File: config.mk
export PLATFORM = sky130hd
export DESIGN_NAME = keypad_emulator
export DESIGN_NICKNAME = d
export VERILOG_FILES = /design/src/rtl/keypad_emulator.sv
export SDC_FILE = /design/constraint.sdc
export NUM_CORES = 1
export LEC_CHECK = 0
export ABC_AREA = 1
export BUFFER_PORTS_ARGS = -buffer_cell sky130_fd_sc_hd__buf_2
export CORE_ASPECT_RATIO = 0.8
export CORE_MARGIN = 2
export CORE_UTILIZATION = 40
export DETAILED_ROUTE_END_ITERATION = 10
export PLACE_DENSITY = 0.59
export REMOVE_ABC_BUFFERS = 1
export SYNTH_ARGS = -nofsm -noshare
export SYNTH_HDL_FRONTEND = slang
export SYNTH_SLANG_ARGS = --single-unit
export TNS_END_PERCENT = 50
File: constraint.sdc
create_clock -name clk -period 2.2 [get_ports clk]
set_input_delay 0.44 -clock clk [delete_from_list [all_inputs] [get_ports clk]]
set_output_delay 0.44 -clock clk [all_outputs]
set_load 0.01 [all_outputs]
File: src/rtl/keypad_emulator.sv
// Key-side model of a 4x3 matrix keypad: accepts press requests and answers the
// scanner's row drive on the column lines, with press/release bounce, hold and gap.
module keypad_emulator #(
    parameter int HOLD_CYCLES   = 1000000,
    parameter int BOUNCE_CYCLES = 50000,
    parameter int BOUNCE_PERIOD = 5000,
    parameter int GAP_CYCLES    = 1000000,
    parameter int CNT_W         = 32
) (
    input  logic             clk,
    input  logic             rstn,
    input  logic             key_valid,
    input  logic [3:0]       key_code,
    output logic             key_ready,
    input  logic [3:0]       keyboard_rows,
    output logic [2:0]       keyboard_cols,
    output logic             busy,
    output logic             done,
    output logic             err
);

    typedef enum logic [2:0] {
        IDLE,
        PRESS_BOUNCE,
        HOLD,
        REL_BOUNCE,
        GAP
    } state_t;

    localparam bit HAS_BOUNCE = (BOUNCE_CYCLES > 0);
    localparam logic [CNT_W-1:0] HOLD_LAST   = CNT_W'(HOLD_CYCLES - 1);
    localparam logic [CNT_W-1:0] BOUNCE_LAST = CNT_W'((BOUNCE_CYCLES > 0) ? BOUNCE_CYCLES - 1 : 0);
    localparam logic [CNT_W-1:0] PERIOD_LAST = CNT_W'(BOUNCE_PERIOD - 1);
    localparam logic [CNT_W-1:0] GAP_LAST    = CNT_W'(GAP_CYCLES - 1);

    state_t           state, state_next;
    logic             contact, contact_next;
    logic [1:0]       key_row, row_next;
    logic [1:0]       key_col, col_next;
    logic [CNT_W-1:0] phase_cnt, phase_next;
    logic [CNT_W-1:0] period_cnt, period_next;
    logic             done_next, err_next;

    logic             code_valid;
    logic [1:0]       code_row, code_col;

    always_comb begin
        code_valid = 1'b1;
        code_row   = 2'd0;
        code_col   = 2'd0;
        case (key_code)
            4'd1:    begin code_row = 2'd0; code_col = 2'd0; end
            4'd2:    begin code_row = 2'd0; code_col = 2'd1; end
            4'd3:    begin code_row = 2'd0; code_col = 2'd2; end
            4'd4:    begin code_row = 2'd1; code_col = 2'd0; end
            4'd5:    begin code_row = 2'd1; code_col = 2'd1; end
            4'd6:    begin code_row = 2'd1; code_col = 2'd2; end
            4'd7:    begin code_row = 2'd2; code_col = 2'd0; end
            4'd8:    begin code_row = 2'd2; code_col = 2'd1; end
            4'd9:    begin code_row = 2'd2; code_col = 2'd2; end
            4'd10:   begin code_row = 2'd3; code_col = 2'd0; end
            4'd0:    begin code_row = 2'd3; code_col = 2'd1; end
            4'd11:   begin code_row = 2'd3; code_col = 2'd2; end
            default: code_valid = 1'b0;
        endcase
    end

    always_ff @(posedge clk) begin
        if (!rstn) begin
            state      <= IDLE;
            contact    <= 1'b0;
            key_row    <= 2'd0;
            key_col    <= 2'd0;
            phase_cnt  <= '0;
            period_cnt <= '0;
            done       <= 1'b0;
            err        <= 1'b0;
        end else begin
            state      <= state_next;
            contact    <= contact_next;
            key_row    <= row_next;
            key_col    <= col_next;
            phase_cnt  <= phase_next;
            period_cnt <= period_next;
            done       <= done_next;
            err        <= err_next;
        end
    end

    // Both counters restart from zero whenever the state changes.
    always_comb begin
        state_next   = state;
        contact_next = contact;
        row_next     = key_row;
        col_next     = key_col;
        phase_next   = phase_cnt + CNT_W'(1);
        period_next  = period_cnt + CNT_W'(1);
        done_next    = 1'b0;
        err_next     = 1'b0;
        case (state)
            IDLE: begin
                phase_next  = '0;
                period_next = '0;
                if (key_valid) begin
                    if (code_valid) begin
                        row_next     = code_row;
                        col_next     = code_col;
                        contact_next = 1'b1;
                        state_next   = HAS_BOUNCE ? PRESS_BOUNCE : HOLD;
                    end else begin
                        err_next = 1'b1;
                    end
                end
            end
            PRESS_BOUNCE, REL_BOUNCE: begin
                if (period_cnt == PERIOD_LAST) begin
                    contact_next = ~contact;
                    period_next  = '0;
                end
                if (phase_cnt == BOUNCE_LAST) begin
                    phase_next  = '0;
                    period_next = '0;
                    if (state == PRESS_BOUNCE) begin
                        contact_next = 1'b1;
                        state_next   = HOLD;
                    end else begin
                        contact_next = 1'b0;
                        state_next   = GAP;
                    end
                end
            end
            HOLD: begin
                if (phase_cnt == HOLD_LAST) begin
                    phase_next   = '0;
                    period_next  = '0;
                    contact_next = 1'b0;
                    state_next   = HAS_BOUNCE ? REL_BOUNCE : GAP;
                end
            end
            GAP: begin
                if (phase_cnt == GAP_LAST) begin
                    phase_next  = '0;
                    period_next = '0;
                    done_next   = 1'b1;
                    state_next  = IDLE;
                end
            end
            default: begin
                state_next   = IDLE;
                contact_next = 1'b0;
            end
        endcase
    end

    // Combinational on purpose: the scanner moves to a new row every cycle.
    always_comb begin
        keyboard_cols = {key_col == 2'd2, key_col == 2'd1, key_col == 2'd0}
                        & {3{contact & keyboard_rows[key_row]}};
    end

    assign key_ready = (state == IDLE);
    assign busy      = (state != IDLE);

endmodule

==> metrics.md <==
| Metric | Value |
|---|---|
| Status | `finished, final reports clean` |
| Worst setup EP type | `flip-flop` |
| Global Route Usage Sum | `0.202` |
| Detailed placement HPWL | `8440 um` |
| Fill cells | `1104` |
| Row count | `33` |
| Xor and xnor area share after synthesis | `0.0592` |
| Worst Tran Pin Value | `0.412 ns` |
| Design area | `4860 um^2` |
| RSZ-0062 raised after global routing | `no` |
| Post-Synth Simple-Gate Area | `0.431` |
| Synth Area in Compound Gates | `0.0563` |
| Mean post-synth cell area | `6.27 um^2` |
| Min Tclk post-route | `1.98 ns` |
| Total Power | `3.96 mW` |
| Ys Warns | `0` |
| RePlAce Congestion | `0.976` |
| Total grt overflow | `0` |
| Die span in x | `120 um` |
| Placed cell area | `4560 um^2` |
| Static Leak | `1.91 nW` |
| Placed Cells incl. Taps | `843` |
| Vias | `4274` |
| Antenna diodes | `0` |
| Most frequent cells after synthesis | `170 x nand2_1, 153 x nor2_1, 104 x inv_1` |
| Drt via density | `4.98` |
| Crit Path Max Fanout | `20` |
| Flop pwr share | `0.376` |
| Initial Utilization | `0.414` |
| Clock Power Share | `0.384` |
| Largest net degree at the start of global routing | `27` |
| Initial antenna violation count | `0` |
| Power share of the combinational group | `0.240` |
| Seq/Total Area, Yosys | `0.345` |
| Final setup skew | `0.0115 ns` |
| Sw frac | `0.339` |
| CTS clk-pin slew, worst paths | `0.07 ns` |
| IO Pins | `18` |
| Synth Area in Adders | `0.00583` |
| Post-synth EDFFs | `0` |
| DR pass1 iterations | `5` |
| Setup Slack @ Placement | `0.239 ns` |
| DRT Wirelength | `10900 um` |
| Hold crit path type | `in -> reg` |
| Global-route wire length before repair | `19000 um` |
| Skew-Pair Late Insertion Delay | `0.34 ns` |
| Share of cells above drive strength 1 | `0.0807` |
| Synth cell types | `33` |
| Die H | `96.7 um` |
| Max-cap violations | `0` |
| Cell with the most instances after synthesis | `nand2_1` |
| CTS root buf | `clkbuf_16` |
| Num CTS Buffers | `9` |
| Largest family of logic cells by synthesized area | `simple AND/OR/NAND/NOR gates` |
| Max Slew Vio Count | `0` |
| Longest Clk Path Bufs | `2` |
| Final Hold Viols | `0` |
| Setup tns final | `0 ns` |
| Worst path arrival time | `2.20 ns` |
| Area growth, synth to finish | `13.3%` |
| Routed wire per std cell | `12.7 um` |
| Achievable Freq | `505 MHz` |
| Relative slew slack | `0.723` |
| Internal power | `2.61 mW` |
| Core Region | `10400 um^2` |
| Antenna Nets Post-Route | `0` |
| Setup WS post-layout | `0.220 ns` |
| Worst VDD drop | `485 uV` |
| Setup repair bufs after CTS | `0` |
| Number of synthesized register bits | `74` |
| FFs w/ async S/R, synth | `0` |
| Finished Layout Cells | `859` |
| Most used DFF post-synth | `dfxtp_1` |
| Die Area | `11600 um^2` |
| CTS tree | `done` |
| CTS resizes | `0` |
| Tcrit/Tclk final | `0.900` |
| Switching pwr | `1.34 mW` |
| Port bufs | `17` |
| Largest cells by area after synthesis | `dfxtp_1 35%, nand2_1 15%, nor2_1 13%` |
| 1st-iter DRT viols | `442` |
| Setup Crit Path Kind | `reg -> reg` |
| Area share of the largest cell type after synthesis | `0.345` |
| DRC Markers | `0` |
| Startpoint Class | `flip-flop` |
| Mux contribution to synthesized area | `0` |
| Cell taking the most area after synthesis | `dfxtp_1` |
| PwrDens | `813 nW/um^2` |
| Syn Inst Count | `685` |
| Post-CTS Hold Buffers | `0` |
| Synth Cell Area | `4290 um^2` |
| Final #Nets | `727` |
| H-tree levels | `3` |
| Worst Path Required | `2.42 ns` |
| Clock tree sinks | `74` |
| Final setup viols | `0` |
| Vias in the first global route | `4059` |
[worst max-delay path, cell delays in order (launching register included)]
cell     delay [ns]
dfxtp_1        0.36
ha_1           0.19
nand2_2        0.08
nor2_4         0.15
nand3_4        0.13
nor2_2         0.14
nand3_2        0.11
nand2_4        0.14
nand3_4        0.13
nand2_2        0.09
buf_4          0.25
nor3_1         0.07
[cell families (layout without fill, tap and decap cells)]
family,Yosys count,count (layout)
simple gates,425,425
buf+inv,111,145
flops,74,74
compound gates,44,44
xor+xnor,29,29
fa+ha+maj,2,2
[through the flow]
stage          hold WS, ns   util
2_1_floorplan        0.418      -
3_3_place_gp         0.429  0.440
3_5_place_dp         0.437  0.440
4_1_cts              0.344  0.469
5_1_grt              0.352  0.469
6_report             0.357  0.469
[power groups by stage]
stage / combinational [mW] / sequential [mW] / clock [mW]
floorplan: 0.667 / 1.50 / 0
global placement: 0.918 / 1.52 / 0
detailed placement: 0.942 / 1.52 / 0
CTS: 0.947 / 1.49 / 1.56
global route: 1.07 / 1.50 / 1.62
finish: 0.949 / 1.49 / 1.52
[routing by layer]
layer / vias up / share of wire / wire [um] / GRT usage
met5: - / 0 / 0 / 0
met4: 0 / 0.018 / 199 / 0.0679
met3: 20 / 0.066 / 716 / 0.0525
met2: 123 / 0.41 / 4450 / 0.299
met1: 1930 / 0.51 / 5540 / 0.285
li1: 2201 / - / - / -
[path summary, 6_finish.rpt]
kind / from / slack [ns] / cells after the start / to
setup reg to reg: phase_cnt[0]$_SDFF_PN0_ / 0.22 / 11 / phase_cnt[27]$_SDFF_PN0_
hold / removal: key_valid / 0.36 / 3 / err$_SDFF_PN0_
setup / recovery: phase_cnt[0]$_SDFF_PN0_ / 0.22 / 11 / phase_cnt[27]$_SDFF_PN0_
hold reg to reg: period_cnt[0]$_SDFF_PN0_ / 0.45 / 1 / period_cnt[0]$_SDFF_PN0_
[final cells by class]
| class | instances | area, um^2 | share of cell area |
|---|---|---|---|
| clock buffer | 10 | 239 | 0.0491 |
| clock inverter | 6 | 65.1 | 0.0134 |
| inverter | 105 | 394 | 0.0810 |
| multi-input combinational | 500 | 2370 | 0.488 |
| sequential | 74 | 1480 | 0.305 |
| tap | 140 | 175 | 0.0360 |
| timing repair buffer | 24 | 138 | 0.0283 |
[state kept, by name, indices dropped and copies added, names as in the netlist]
register / flops
period_cnt: 32
phase_cnt: 32
state: 3
key_col: 2
key_row: 2
contact: 1
done: 1
err: 1
[layout by cell type (no fill, tap or decap), drive strengths merged, types with 2 or more instances in the layout]
master / instances
nand2: 175
nor2: 158
inv: 106
dfxtp: 74
nand3: 36
nor3: 28
xor2: 27
buf: 24
nand4: 20
o21ai: 18
a21oi: 18
clkbuf: 10
nor4: 4
clkinv: 3
nand3b: 2
a31oi: 2
a41oi: 2
xnor2: 2
ha: 2
(Power assumes the default switching activity.)
